[config.mk]
export PLATFORM = sky130hd
export DESIGN_NAME = id_ex_stage
export DESIGN_NICKNAME = d
export VERILOG_FILES = /design/src/rtl/cpu_pkg.sv /design/src/rtl/fwd_mux.sv /design/src/rtl/id_ex_stage.sv
export SDC_FILE = /design/constraint.sdc
export NUM_CORES = 1
export LEC_CHECK = 0
export ABC_AREA = 1
export CELL_PAD_IN_SITES_DETAIL_PLACEMENT = 0
export CELL_PAD_IN_SITES_GLOBAL_PLACEMENT = 1
export CORE_AREA = 2 2 146 148
export CTS_CLUSTER_SIZE = 24
export DETAILED_ROUTE_END_ITERATION = 8
export DIE_AREA = 0 0 148 150
export DONT_BUFFER_PORTS = 1
export GPL_TIMING_DRIVEN = 0
export PLACE_DENSITY_LB_ADDON = 0.1
export SETUP_SLACK_MARGIN = 0.2
export SYNTH_ARGS = -nofsm -noshare
export SYNTH_HDL_FRONTEND = slang
export SYNTH_HIERARCHICAL = 1
export SYNTH_SLANG_ARGS = --single-unit
[constraint.sdc]
create_clock -name clk -period 10.15 [get_ports clk]
set_input_delay 2.5375 -clock clk [delete_from_list [all_inputs] [get_ports clk]]
set_output_delay 2.5375 -clock clk [all_outputs]
set_load 0.02 [all_outputs]
[src/rtl/cpu_pkg.sv]
// Shared CPU definitions: datapath widths, ALU op-codes and the
// ID/EX control bundle carried alongside the decoded operands.
package cpu_pkg;

  localparam int XLEN   = 32;
  localparam int REG_AW = 5;

  localparam logic [2:0] ALU_AND  = 3'b000;
  localparam logic [2:0] ALU_OR   = 3'b001;
  localparam logic [2:0] ALU_ADD  = 3'b010;
  localparam logic [2:0] ALU_SUB  = 3'b011;
  localparam logic [2:0] ALU_XOR  = 3'b100;
  localparam logic [2:0] ALU_SLL  = 3'b101;
  localparam logic [2:0] ALU_SLT  = 3'b110;
  localparam logic [2:0] ALU_SLTU = 3'b111;

  typedef struct packed {
    logic [2:0] alu_op;
    logic       alu_src_b;
    logic       reg_write;
    logic       mem_read;
    logic       mem_write;
    logic       branch;
  } id_ex_ctrl_t;

  // rs2 is only a true source when it feeds ALU B, is stored, or is compared.
  function automatic logic rs2_used(input logic alu_src_b, input logic mem_write,
                                    input logic branch);
    return !alu_src_b || mem_write || branch;
  endfunction

endpackage

[src/rtl/fwd_mux.sv]
// Priority forwarding select for one source operand.
// EX/MEM beats MEM/WB; register x0 is never forwarded.
module fwd_mux #(
  parameter int XLEN   = 32,
  parameter int REG_AW = 5
) (
  input  logic [REG_AW-1:0] i_src_addr,
  input  logic [XLEN-1:0]   i_reg_data,
  input  logic              i_exmem_reg_write,
  input  logic [REG_AW-1:0] i_exmem_rd,
  input  logic [XLEN-1:0]   i_exmem_res,
  input  logic              i_memwb_reg_write,
  input  logic [REG_AW-1:0] i_memwb_rd,
  input  logic [XLEN-1:0]   i_memwb_data,
  output logic [XLEN-1:0]   o_data
);

  logic w_nonzero;
  assign w_nonzero = (i_src_addr != '0);

  // Pick the youngest in-flight producer of this register, else the file value.
  always_comb begin
    o_data = i_reg_data;
    if (w_nonzero && i_exmem_reg_write && (i_exmem_rd == i_src_addr))
      o_data = i_exmem_res;
    else if (w_nonzero && i_memwb_reg_write && (i_memwb_rd == i_src_addr))
      o_data = i_memwb_data;
  end

endmodule

[src/rtl/id_ex_stage.sv]
// ID/EX pipeline register feeding the EX-stage ALU.
// Holds one decoded instruction, inserts a bubble on load-use hazards and
// forwards EX/MEM and MEM/WB results onto the registered operands.
// Macro ID_EX_FORWARD_EN: when defined, forwarding is built; when undefined
// the operands come straight from the register and any pending RAW stalls.
module id_ex_stage #(
  parameter int XLEN   = 32,
  parameter int REG_AW = 5
) (
  input  logic              clk,
  input  logic              rst,
  input  logic              in_valid,
  output logic              in_ready,
  input  logic [XLEN-1:0]   in_pc,
  input  logic [XLEN-1:0]   in_rs1_data,
  input  logic [XLEN-1:0]   in_rs2_data,
  input  logic [XLEN-1:0]   in_imm,
  input  logic [REG_AW-1:0] in_rs1,
  input  logic [REG_AW-1:0] in_rs2,
  input  logic [REG_AW-1:0] in_rd,
  input  logic [2:0]        in_alu_op,
  input  logic              in_alu_src_b,
  input  logic              in_reg_write,
  input  logic              in_mem_read,
  input  logic              in_mem_write,
  input  logic              in_branch,
  input  logic              flush,
  input  logic              out_ready,
  input  logic              exmem_reg_write,
  input  logic              memwb_reg_write,
  input  logic [REG_AW-1:0] exmem_rd,
  input  logic [REG_AW-1:0] memwb_rd,
  input  logic [XLEN-1:0]   exmem_res,
  input  logic [XLEN-1:0]   memwb_data,
  output logic              out_valid,
  output logic [XLEN-1:0]   alu_a,
  output logic [XLEN-1:0]   alu_b,
  output logic [XLEN-1:0]   store_data,
  output logic [XLEN-1:0]   out_pc,
  output logic [2:0]        alu_op,
  output logic [REG_AW-1:0] out_rd,
  output logic              out_reg_write,
  output logic              out_mem_read,
  output logic              out_mem_write,
  output logic              out_branch
);

  import cpu_pkg::*;

  logic              r_valid;
  logic [XLEN-1:0]   r_pc;
  logic [XLEN-1:0]   r_rs1_data;
  logic [XLEN-1:0]   r_rs2_data;
  logic [XLEN-1:0]   r_imm;
  logic [REG_AW-1:0] r_rs1;
  logic [REG_AW-1:0] r_rs2;
  logic [REG_AW-1:0] r_rd;
  id_ex_ctrl_t       r_ctrl;

  logic              w_rs2_used;
  logic              w_match_q;
  logic              w_load_use;
  logic              w_hazard;
  logic [XLEN-1:0]   w_op_a;
  logic [XLEN-1:0]   w_op_b;

  assign w_rs2_used = rs2_used(in_alu_src_b, in_mem_write, in_branch);
  assign w_match_q  = (in_rs1 == r_rd) || (w_rs2_used && (in_rs2 == r_rd));
  assign w_load_use = in_valid && r_valid && r_ctrl.mem_read && (r_rd != '0) && w_match_q;

`ifdef ID_EX_FORWARD_EN
  assign w_hazard = w_load_use;

  fwd_mux #(.XLEN(XLEN), .REG_AW(REG_AW)) u_fwd_rs1 (
    .i_src_addr       (r_rs1),
    .i_reg_data       (r_rs1_data),
    .i_exmem_reg_write(exmem_reg_write),
    .i_exmem_rd       (exmem_rd),
    .i_exmem_res      (exmem_res),
    .i_memwb_reg_write(memwb_reg_write),
    .i_memwb_rd       (memwb_rd),
    .i_memwb_data     (memwb_data),
    .o_data           (w_op_a)
  );

  fwd_mux #(.XLEN(XLEN), .REG_AW(REG_AW)) u_fwd_rs2 (
    .i_src_addr       (r_rs2),
    .i_reg_data       (r_rs2_data),
    .i_exmem_reg_write(exmem_reg_write),
    .i_exmem_rd       (exmem_rd),
    .i_exmem_res      (exmem_res),
    .i_memwb_reg_write(memwb_reg_write),
    .i_memwb_rd       (memwb_rd),
    .i_memwb_data     (memwb_data),
    .o_data           (w_op_b)
  );
`else
  logic w_raw_q;
  logic w_raw_ex;
  logic w_unused;

  // Without forwarding, any producer still in ID/EX or EX/MEM must retire first.
  assign w_raw_q  = in_valid && r_valid && r_ctrl.reg_write && (r_rd != '0) && w_match_q;
  assign w_raw_ex = in_valid && exmem_reg_write && (exmem_rd != '0) &&
                    ((in_rs1 == exmem_rd) || (w_rs2_used && (in_rs2 == exmem_rd)));
  assign w_hazard = w_load_use || w_raw_q || w_raw_ex;
  assign w_op_a   = r_rs1_data;
  assign w_op_b   = r_rs2_data;
  assign w_unused = ^{exmem_res, memwb_reg_write, memwb_rd, memwb_data, r_rs1, r_rs2};
`endif

  assign in_ready = out_ready && !w_hazard;

  // Stage register: reset, flush, back-pressure hold, bubble, then normal capture.
  always_ff @(posedge clk or posedge rst) begin
    if (rst) begin
      r_valid    <= 1'b0;
      r_pc       <= '0;
      r_rs1_data <= '0;
      r_rs2_data <= '0;
      r_imm      <= '0;
      r_rs1      <= '0;
      r_rs2      <= '0;
      r_rd       <= '0;
      r_ctrl     <= '0;
    end else if (flush) begin
      r_valid <= 1'b0;
    end else if (!out_ready) begin
      r_valid <= r_valid;
    end else if (w_hazard) begin
      r_valid <= 1'b0;
      r_ctrl  <= '0;
    end else begin
      r_valid          <= in_valid;
      r_pc             <= in_pc;
      r_rs1_data       <= in_rs1_data;
      r_rs2_data       <= in_rs2_data;
      r_imm            <= in_imm;
      r_rs1            <= in_rs1;
      r_rs2            <= in_rs2;
      r_rd             <= in_rd;
      r_ctrl.alu_op    <= in_alu_op;
      r_ctrl.alu_src_b <= in_alu_src_b;
      r_ctrl.reg_write <= in_reg_write;
      r_ctrl.mem_read  <= in_mem_read;
      r_ctrl.mem_write <= in_mem_write;
      r_ctrl.branch    <= in_branch;
    end
  end

  assign out_valid     = r_valid;
  assign out_pc        = r_pc;
  assign out_rd        = r_rd;
  assign alu_op        = r_ctrl.alu_op;
  assign alu_a         = w_op_a;
  assign store_data    = w_op_b;
  assign alu_b         = r_ctrl.alu_src_b ? r_imm : w_op_b;
  assign out_reg_write = r_valid && r_ctrl.reg_write;
  assign out_mem_read  = r_valid && r_ctrl.mem_read;
  assign out_mem_write = r_valid && r_ctrl.mem_write;
  assign out_branch    = r_valid && r_ctrl.branch;

endmodule

======== Word level (Yosys, flattened, before mapping) ========
Index checks and enable logic that the tools add are counted.
word-level totals
  flip-flop bits (word level) ............. 142
  bits in latches ......................... 0
  bits in writable memories ............... 0
  bits in read-only memories .............. 0
  input bits .............................. 232
  output and inout port bits .............. 142
  word-level logic and storage cells ...... 53
  memories kept ........................... 0
cells by class
  add/sub/neg operators ................... 0
  multiply operators ...................... 0
  divide/modulo/power cells ............... 0
  order comparisons ....................... 0
  equality and inequality tests ........... 4
  shift operators ......................... 0
  multiplexer cells ....................... 5
  bitwise gates (word level) .............. 2
  reduce and logical (&&, ||, !) cells .... 30
operators with widths
  operator             number
  32-bit two-way mux   1
  5-bit == test        4
  1-bit logical AND    17
  5-bit nonzero test   2
  8-bit two-way mux    1
  1-bit logical OR     6
  1-bit two-way mux    3
  3-bit AND reduction  1
  1-bit logical NOT    2
  1-bit inverter       2
  2-bit AND reduction  1
  2-bit nonzero test   1

======== Depth between registers and ports, before layout ========
Gate-level depths: netlist (run 1).
  depth in word-level cells ............... 11
  depth in mapped cells ................... 12
  gate-level depth less buffers ........... 10

======== Least setup slack after synthesis (run 1) ========
No wires, ideal clock.
  path kind ............................... input -> output
  start ................................... input in_mem_write
  end ..................................... output in_ready
  data arrival time ....................... 3.772 ns
  data required time ...................... 7.613 ns
  path slack .............................. 3.840 ns
  stages on the path ...................... 9
  buffers on the path ..................... 2
  cells stage by stage .................... nor3b_1 > nor2_1 > nand3_1 > nand2_1 > nand2_2 > buf_2 > buf_2 > nand2_1 > nor2_1
between the ends
  cells in the longest elaborated chain, start to end .. 9
  elaborated cells on any way between the ends .. 13
  classes of those cells .................. reduce/logical: 13
RTL lines
  item                                         RTL line                               RTL
  start: declaration                           id_ex_stage.sv:25                      input logic in_mem_write,
  1-bit logical OR * (2 in a row)              cpu_pkg.sv:29                          return !alu_src_b || mem_write || branch;
  1-bit logical AND                            id_ex_stage.sv:68                      assign w_match_q = (in_rs1 == r_rd) || (w_rs2_used && (in_rs2 == r_rd));
  1-bit logical OR                             id_ex_stage.sv:68
  1-bit logical AND, on equally long branches  id_ex_stage.sv:69, id_ex_stage.sv:103
  1-bit logical OR                             id_ex_stage.sv:106                     assign w_hazard = w_load_use || w_raw_q || w_raw_ex;
  1-bit logical OR *                           id_ex_stage.sv:106
  1-bit logical NOT *                          id_ex_stage.sv:112                     assign in_ready = out_ready && !w_hazard;
  1-bit logical AND *                          id_ex_stage.sv:112
  end: declaration                             id_ex_stage.sv:13                      output logic in_ready,
Mark *: on every way between the ends. The rest lies on a longest branch, timed or not.

======== Final worst setup path (run 1) ========
Same ends and word-level chain as after synthesis.

==> results.txt, run 1 <==
----------------------------------------------------
[Run status]
  Outcome ... completed

[GRT]
  Global-route wire length before repair ... 33400 µm
  GR Util met1 ... 0.239
  Busiest metal layer after global routing ... met2
  Number of global-route vias before repair ... 5692
  Met3 routing resource usage after global routing ... 0.0921
  Maximum number of pins on one net before global-route repair ... 73
  Global-route usage over all layers ... 0.197
  Total overflow reported by the global router ... 0
  Number of antenna violations at the first check in global routing ... 0
  Met2 global-route usage ... 0.314

[Timing]
  Final period util ... 0.674
  Final number of setup-violating endpoints ... 0
  Fin Clk Skew ... 0.0111 ns
  Aggregate negative setup slack ... 0 ns
  Fmax ... 0.146 GHz
  Post-layout worst setup margin ... 3.31 ns
  Worst max-slew margin expressed relative to the limit ... 0.542
  Max-slew violation count ... 0
  Worst-Margin Slew ... 0.687 ns
  Final count of hold timing violations ... 0
  Post-layout min period ... 6.84 ns
  Unrepaired setup endpoints after global routing ... no

[Setup path]
  Count of buffer and inverter cells on the critical path ... 2
  Critical Path RT ... 7.61 ns
  Critical R2R Capture ... store_data[8]
  CP Cell Sequence ... nor3b_1, nor2_1, nand3_1, nand2_1, nand2_2, buf_2, buf_2, nand2_1, nor2_1
  Worst Path Max Fanout ... 10
  Capturing element type of the critical path ... output pin
  Launch point of the worst reg-to-reg path ... out_valid
  Cell type of the slowest stage on the worst timing path ... sky130_fd_sc_hd__buf_2
  Minimum setup slack among reg-to-reg paths ... 7.76 ns
  CP peak stage delay ... 0.34 ns
  Critical path type ... input port to output pin
  Nature of the critical path startpoint ... input port
  Critical path arrival ... 4.30 ns
  Kind of cell with the highest combined delay on the critical path ... simple AND/OR/NAND/NOR gates
  Worst r2r path cells ... 10

[Power and ir drop]
  Leakage component of the power ... 3.93 nW
  Total power of the final layout ... 1.66 mW
  Power per Cell Area ... 217 nW/µm²
  Worst IR Drop VDD ... 0.108 mV

[Routing]
  Routed length per instance ... 20.2 µm
  Iteration count of the initial detailed-routing pass ... 4
  Number of DRC markers in iteration 0 ... 199
  DR vias ... 5640
  Drc violations ... 0
  Routed Antenna Nets ... 0
  Via/cell ratio ... 5.18
  Total Routed Length ... 22000 µm

[Placement]
  Detailed Place HPWL ... 16500 µm
  RePlAce Congestion ... 0.825
  Placement Setup Slack ... 3.24 ns
  Number of buffers inserted by port buffering ... 0

[Logic synthesis]
  Synthesis warning total ... 6
  Share of the synthesized area in the top cell type ... 0.533
  Cell type with the largest total area after synthesis ... sky130_fd_sc_hd__dfrtp_1
  Synthesized area divided by synthesized cell count ... 8.54 µm²
  Register bit total from synthesis ... 142
  Main area contributors after synthesis ... sky130_fd_sc_hd__dfrtp_1, sky130_fd_sc_hd__nand2_1, sky130_fd_sc_hd__nand4_1
  Count of unique library cells instantiated by Yosys ... 21
  Combined area of all synthesized cells ... 6660 µm²
  Register area share after synthesis ... 0.533
  Number of standard cells after synthesis ... 780
  Net Count, Synth ... 1012

[Clocking]
  Number of buffers created by CTS ... 17
  Hold buffer count at cts ... 0
  Cts repair resizes ... 0
  Clock-pin slew reported for the worst setup and hold paths after clock tree synthesis ... 0.06 ns
  Clock tree from TritonCTS ... yes
  Count of clock tree sinks ... 142
  Clk Latency, worst-skew pair ... 0.42 ns
  Root buffer cell ... sky130_fd_sc_hd__clkbuf_16
  # H-tree levels ... 4
  Number of buffers on the longest clock path ... 2
  Setup fix buffers added after clock tree synthesis ... 0

[Worst hold path]
  Class of the most critical hold timing path ... flip-flop to flip-flop
  Worst hold path endpoint ... r_imm[31]
  Hold path cells ... 2
  Worst Hold Launch ... r_imm[31]

[Die]
  Placement Rows ... 53
  Die Area ... 22200 µm²
  Area of the placeable core ... 20700 µm²
  Overall die width ... 148 µm
  Height of the die ... 150 µm
  Top Ports ... 374
  Initial Util ... 0.322

[Cells and area]
  Filler cell count in the final layout ... 2165
  Layout Utilization ... 0.370
  Area Overhead vs Synth ... 15.0%
  NumNets Final ... 1032
  Total inserted antenna cells ... 0
  Fraction of layout cells with a size suffix above 1 ... 0.130

[Run]
  Max capacitance violation total ... 0

----------------------------------------------------
## sequential cells by signal, summed over array words and instances (netlist names)
register and flops:
alu_a 32, out_pc 32, r_imm 32, store_data 32
out_rd 5, r_ctrl 5, alu_op 3, out_valid 1
## worst register-to-register path, delay by kind of cell (launching register included)
| family | cells | cell delay (ns) |
|---|---|---|
| and+or+nand+nor | 6 | 0.88 |
| buffers and inverters | 3 | 0.60 |
| DFF | 1 | 0.50 |
| AOI/OAI and AO/OA | 1 | 0.30 |
## cells in the final DEF (no fill, tap or decap), types with 2 or more instances in the layout
cell type and n:
sky130_fd_sc_hd__dfrtp_1 142, sky130_fd_sc_hd__inv_2 5, sky130_fd_sc_hd__nor3_1 2, sky130_fd_sc_hd__nor2_1 14
sky130_fd_sc_hd__clkbuf_16 17, sky130_fd_sc_hd__nand2_2 2, sky130_fd_sc_hd__nand2_1 336, sky130_fd_sc_hd__bufinv_16 4
sky130_fd_sc_hd__nand3_1 7, sky130_fd_sc_hd__clkinv_2 3, sky130_fd_sc_hd__inv_6 3, sky130_fd_sc_hd__buf_2 22
sky130_fd_sc_hd__xor2_1 2, sky130_fd_sc_hd__xnor2_1 2, sky130_fd_sc_hd__mux2_2 32, sky130_fd_sc_hd__clkbuf_1 29
sky130_fd_sc_hd__clkinv_4 4, sky130_fd_sc_hd__inv_1 22, sky130_fd_sc_hd__buf_4 11, sky130_fd_sc_hd__buf_1 6
sky130_fd_sc_hd__nand4_1 142
## metrics by stage
stage	cells	cell area, µm²	hold WS [ns]
3_3_place_gp	1055	7010	0.449
5_1_grt	1088	7660	0.481
3_5_place_dp	1056	7040	0.456
4_1_cts	1088	7660	0.471
6_report	1088	7660	0.467
2_1_floorplan	780	6660	0.436
## worst max path at each step
| stage | from | end | cells after the start |
|---|---|---|---|
| 3_3_place_gp | rst | store_data[14] | 1 |
| 6_report | in_mem_write | in_ready | 9 |
| 2_1_floorplan | rst | alu_a[0] | 1 |
| 4_1_cts | in_mem_write | in_ready | 9 |
| 3_5_place_dp | in_mem_write | in_ready | 9 |
| 5_1_grt | in_mem_write | in_ready | 9 |
## area by class of cell
class,instances,area [µm²],area share
Buffer,66,317,0.0413
Clock buffer,19,433,0.0565
Clock inverter,13,188,0.0245
Inverter,28,110,0.0144
Multi-Input combinational cell,544,2690,0.351
Sequential cell,142,3550,0.464
Tap cell,275,344,0.0449
Timing Repair Buffer,1,27.5,0.00359
## synthesized netlist by cell type, drive strengths merged
cell,instances
nand2,338
dfrtp,142
nand4,142
buf,39
mux2,32
inv,28
clkbuf,27
nor2,15
nand3,8
nor3,2
xnor2,2
xor2,2
a21oi,1
nor3b,1
o21ai,1
## routing by layer
metal  vias up  wire length (µm)
met4         0               476
met5         -                 0
li1       2659                 -
met3        27              2490
met1      2711              8710
met2       243             10300
## kinds of logic after synthesis
group,synth area share
compound gates,0.00150
flops,0.533
xor+xnor,0.00526
mux,0.0541
simple gates,0.343
buf+inv,0.0633
## report_power, final
group	internal (mW)	leakage [nW]	switching, mW
clock	0.413	0.306	0.248
sequential	0.641	1.76	0.136
combinational	0.0777	1.86	0.146
total	1.13	3.93	0.529
Power figures use the tool's default switching activity.
==> run 2, diff against run 1 <==
--- a/config.mk
+++ b/config.mk
@@ -8,10 +8,10 @@
 export ABC_AREA = 1
 export CELL_PAD_IN_SITES_DETAIL_PLACEMENT = 0
 export CELL_PAD_IN_SITES_GLOBAL_PLACEMENT = 1
-export CORE_AREA = 2 2 146 148
+export CORE_AREA = 2 2 145 147
 export CTS_CLUSTER_SIZE = 24
 export DETAILED_ROUTE_END_ITERATION = 8
-export DIE_AREA = 0 0 148 150
+export DIE_AREA = 0 0 147 149
 export DONT_BUFFER_PORTS = 1
 export GPL_TIMING_DRIVEN = 0
 export PLACE_DENSITY_LB_ADDON = 0.1
==> constraint.sdc (replaced) <==
create_clock -name clk -period 5.89 [get_ports clk]
set_input_delay 1.4725 -clock clk [delete_from_list [all_inputs] [get_ports clk]]
set_output_delay 1.4725 -clock clk [all_outputs]
set_load 0.02 [all_outputs]
==> run 2 against run 1 <==
Global-route usage about the same. Register-to-register slack got worse by 4.3 ns. Sequential power increased by 73%. Via count decreased by 0.73%. Non-clock buffer count unchanged. Largest cell class unchanged. Combinational power increased by 72%. Clock skew increased by 0.00087 ns. Critical path depth unchanged. Final cell count unchanged.
==> results.txt, run 2 (synthesis gave the netlist of run 1 again) <==
----------------------------------------------------
[Die]
  Die Area ... 21900 µm² (was 22200 µm²)
  Placement Rows ... 53 (unchanged)
  Height of the die ... 149 µm (was 150 µm)
  Initial Util ... 0.324 (was 0.322)
  Top Ports ... 374 (unchanged)
  Area of the placeable core ... 20600 µm² (was 20700 µm²)
  Overall die width ... 147 µm (was 148 µm)

[Setup path]
  Cell type of the slowest stage on the worst timing path ... sky130_fd_sc_hd__buf_2 (unchanged)
  CP peak stage delay ... 0.33 ns (was 0.34 ns)
  Critical path type ... input port to output pin (unchanged)
  Critical Path RT ... 4.42 ns (was 7.61 ns)
  Worst Path Max Fanout ... 10 (unchanged)
  Count of buffer and inverter cells on the critical path ... 2 (unchanged)
  Critical path arrival ... 3.26 ns (was 4.30 ns)
  Kind of cell with the highest combined delay on the critical path ... simple AND/OR/NAND/NOR gates (unchanged)
  Capturing element type of the critical path ... output pin (unchanged)
  Nature of the critical path startpoint ... input port (unchanged)
  Minimum setup slack among reg-to-reg paths ... 3.51 ns (was 7.76 ns)
  CP Cell Sequence ... nor3b_1, nor2_1, nand3_1, nand2_1, nand2_2, buf_2, buf_2, nand2_1, nor2_1 (unchanged)

[Routing]
  Routed length per instance ... 20.0 µm (was 20.2 µm)
  Iteration count of the initial detailed-routing pass ... 5 (was 4)
  Drc violations ... 0 (unchanged)
  Number of DRC markers in iteration 0 ... 222 (was 199)
  Routed Antenna Nets ... 0 (unchanged)
  Total Routed Length ... 21700 µm (was 22000 µm)
  Via/cell ratio ... 5.15 (was 5.18)
  DR vias ... 5599 (was 5640)

[Timing]
  Hold Worst Slack ... 0.470 ns (was 0.467 ns)
  Worst-Margin Slew ... 0.721 ns (was 0.687 ns)
  Final period util ... 0.804
  Worst max-slew margin expressed relative to the limit ... 0.519 (was 0.542)
  Post-layout min period ... 4.74 ns
  Final count of hold timing violations ... 0 (unchanged)
  Final number of setup-violating endpoints ... 0 (unchanged)
  Fin Clk Skew ... 0.0119 ns (was 0.0111 ns)
  Unrepaired setup endpoints after global routing ... no (unchanged)
  Fmax ... 0.211 GHz
  Max-slew violation count ... 0 (unchanged)

[Cells and area]
  Highest-count cells in the layout ignoring fill and taps ... sky130_fd_sc_hd__nand2_1, sky130_fd_sc_hd__nand4_1, sky130_fd_sc_hd__dfrtp_1, sky130_fd_sc_hd__mux2_2, sky130_fd_sc_hd__clkbuf_1 (unchanged)
  Total inserted antenna cells ... 0 (unchanged)
  Layout Utilization ... 0.373 (was 0.370)
  Area Overhead vs Synth ... 15.0% (about the same)
  NumNets Final ... 1032 (unchanged)
  Design Area, Final ... 7660 µm² (about the same)
  Most common cell after layout, fill and taps aside ... sky130_fd_sc_hd__nand2_1 (unchanged)
  Fraction of layout cells with a size suffix above 1 ... 0.132 (was 0.130)

[Placement]
  Number of buffers inserted by port buffering ... 0 (unchanged)
  RePlAce Congestion ... 0.805 (was 0.825)
  Detailed Place HPWL ... 16300 µm (was 16500 µm)
  Placed Instance Area ... 7040 µm² (unchanged)

[Power and ir drop]
  Worst IR Drop VDD ... 0.183 mV (was 0.108 mV)
  Leakage component of the power ... 3.92 nW (was 3.93 nW)
  Share of power burned in registers ... 0.468 (was 0.467)
  Psw ... 928 µW (was 529 µW)
  Power share of the combinational group ... 0.134 (about the same)
  Power per Cell Area ... 372 nW/µm² (was 217 nW/µm²)
  Power Internal ... 1.93 mW (was 1.13 mW)
  Switching share of power ... 0.325 (was 0.319)
  Clock power frac ... 0.397 (was 0.398)

[Worst hold path]
  Class of the most critical hold timing path ... flip-flop to flip-flop (unchanged)

[Clocking]
  Clk Latency, worst-skew pair ... 0.43 ns (was 0.42 ns)
  # H-tree levels ... 4 (unchanged)
  Cts repair resizes ... 0 (unchanged)
  Number of buffers on the longest clock path ... 2 (unchanged)
  Clock tree from TritonCTS ... yes (unchanged)
  Root buffer cell ... sky130_fd_sc_hd__clkbuf_16 (unchanged)
  Hold buffer count at cts ... 0 (unchanged)
  Number of buffers created by CTS ... 17 (unchanged)
  Count of clock tree sinks ... 142 (unchanged)
  Clock-pin slew reported for the worst setup and hold paths after clock tree synthesis ... 0.06 ns (about the same)
  Setup fix buffers added after clock tree synthesis ... 0 (unchanged)

[GRT]
  Number of global-route vias before repair ... 5630 (was 5692)
  Total overflow reported by the global router ... 0 (unchanged)
  Global-route wire length before repair ... 32900 µm (was 33400 µm)
  Maximum number of pins on one net before global-route repair ... 90 (was 73)
  Global-route usage over all layers ... 0.198 (was 0.197)
  Number of antenna violations at the first check in global routing ... 0 (unchanged)

[Run status]
  Outcome ... completed (unchanged)

[Run]
  Max capacitance violation total ... 0 (unchanged)

----------------------------------------------------
## run 2: changes by cell type in the layout (fill, tap and decap cells not counted), sizes merged
cell and change:
clkinv -5, inv +3, clkinvlp +3, bufinv -1
## run 2: stage by stage
stage | total power, mW | instances | setup slack [ns] | setup TNS [ns]
global route | 3.01 | 1088 | 0.998 | 0
CTS | 2.90 | 1088 | 1.12 | 0
floorplan | 1.62 | 780 | 0.608 | 0
global placement | 1.74 | 1055 | -1.11 | -156.10
finish | 2.85 | 1088 | 1.15 | 0
detailed placement | 1.75 | 1056 | 1.12 | 0
## run 2: final cells by class
type / count / area (µm²)
Sequential cell: 142 / 3550
Clock inverter: 13 / 179
Clock buffer: 19 / 443
Inverter: 28 / 110
Fill cell: 2117 / 12900
Multi-Input combinational cell: 544 / 2690
Buffer: 66 / 317
Tap cell: 275 / 344
Timing Repair Buffer: 1 / 27.5
## run 2: path summary, 6_finish.rpt
kind | to | cells past startpoint | from
max | in_ready | 9 | in_mem_write
min | r_imm[11] | 2 | r_imm[11]
max reg2reg | store_data[4] | 10 | out_valid
min reg2reg | r_imm[11] | 2 | r_imm[11]
max in group asynchronous | store_data[11] | 2 | rst
min in group asynchronous | alu_a[24] | 1 | rst
## run 2: worst reg2reg max path: stages (launching register included)
cell and delay [ns]:
sky130_fd_sc_hd__dfrtp_1 0.50, sky130_fd_sc_hd__nand2_1 0.10, sky130_fd_sc_hd__inv_1 0.12, sky130_fd_sc_hd__o21ai_0 0.27, sky130_fd_sc_hd__nor2_1 0.10, sky130_fd_sc_hd__nand2_2 0.29, sky130_fd_sc_hd__nand3_2 0.29, sky130_fd_sc_hd__buf_4 0.29
sky130_fd_sc_hd__buf_4 0.20, sky130_fd_sc_hd__nand2_1 0.07, sky130_fd_sc_hd__nand2_1 0.06
## run 2: per-layer routing
metal | track usage | wire, µm
met5 | 0 | 0
met4 | 0.0659 | 479
met1 | 0.243 | 8750
met3 | 0.0826 | 2070
met2 | 0.318 | 10400
## run 2: power groups by stage
| stage | registers, mW | clock network (mW) | logic, mW |
|---|---|---|---|
| 2_1_floorplan | 1.31 | 0 | 0.317 |
| 3_3_place_gp | 1.36 | 0 | 0.381 |
| 3_5_place_dp | 1.36 | 0 | 0.393 |
| 4_1_cts | 1.34 | 1.17 | 0.393 |
| 5_1_grt | 1.36 | 1.22 | 0.436 |
| 6_report | 1.34 | 1.13 | 0.384 |
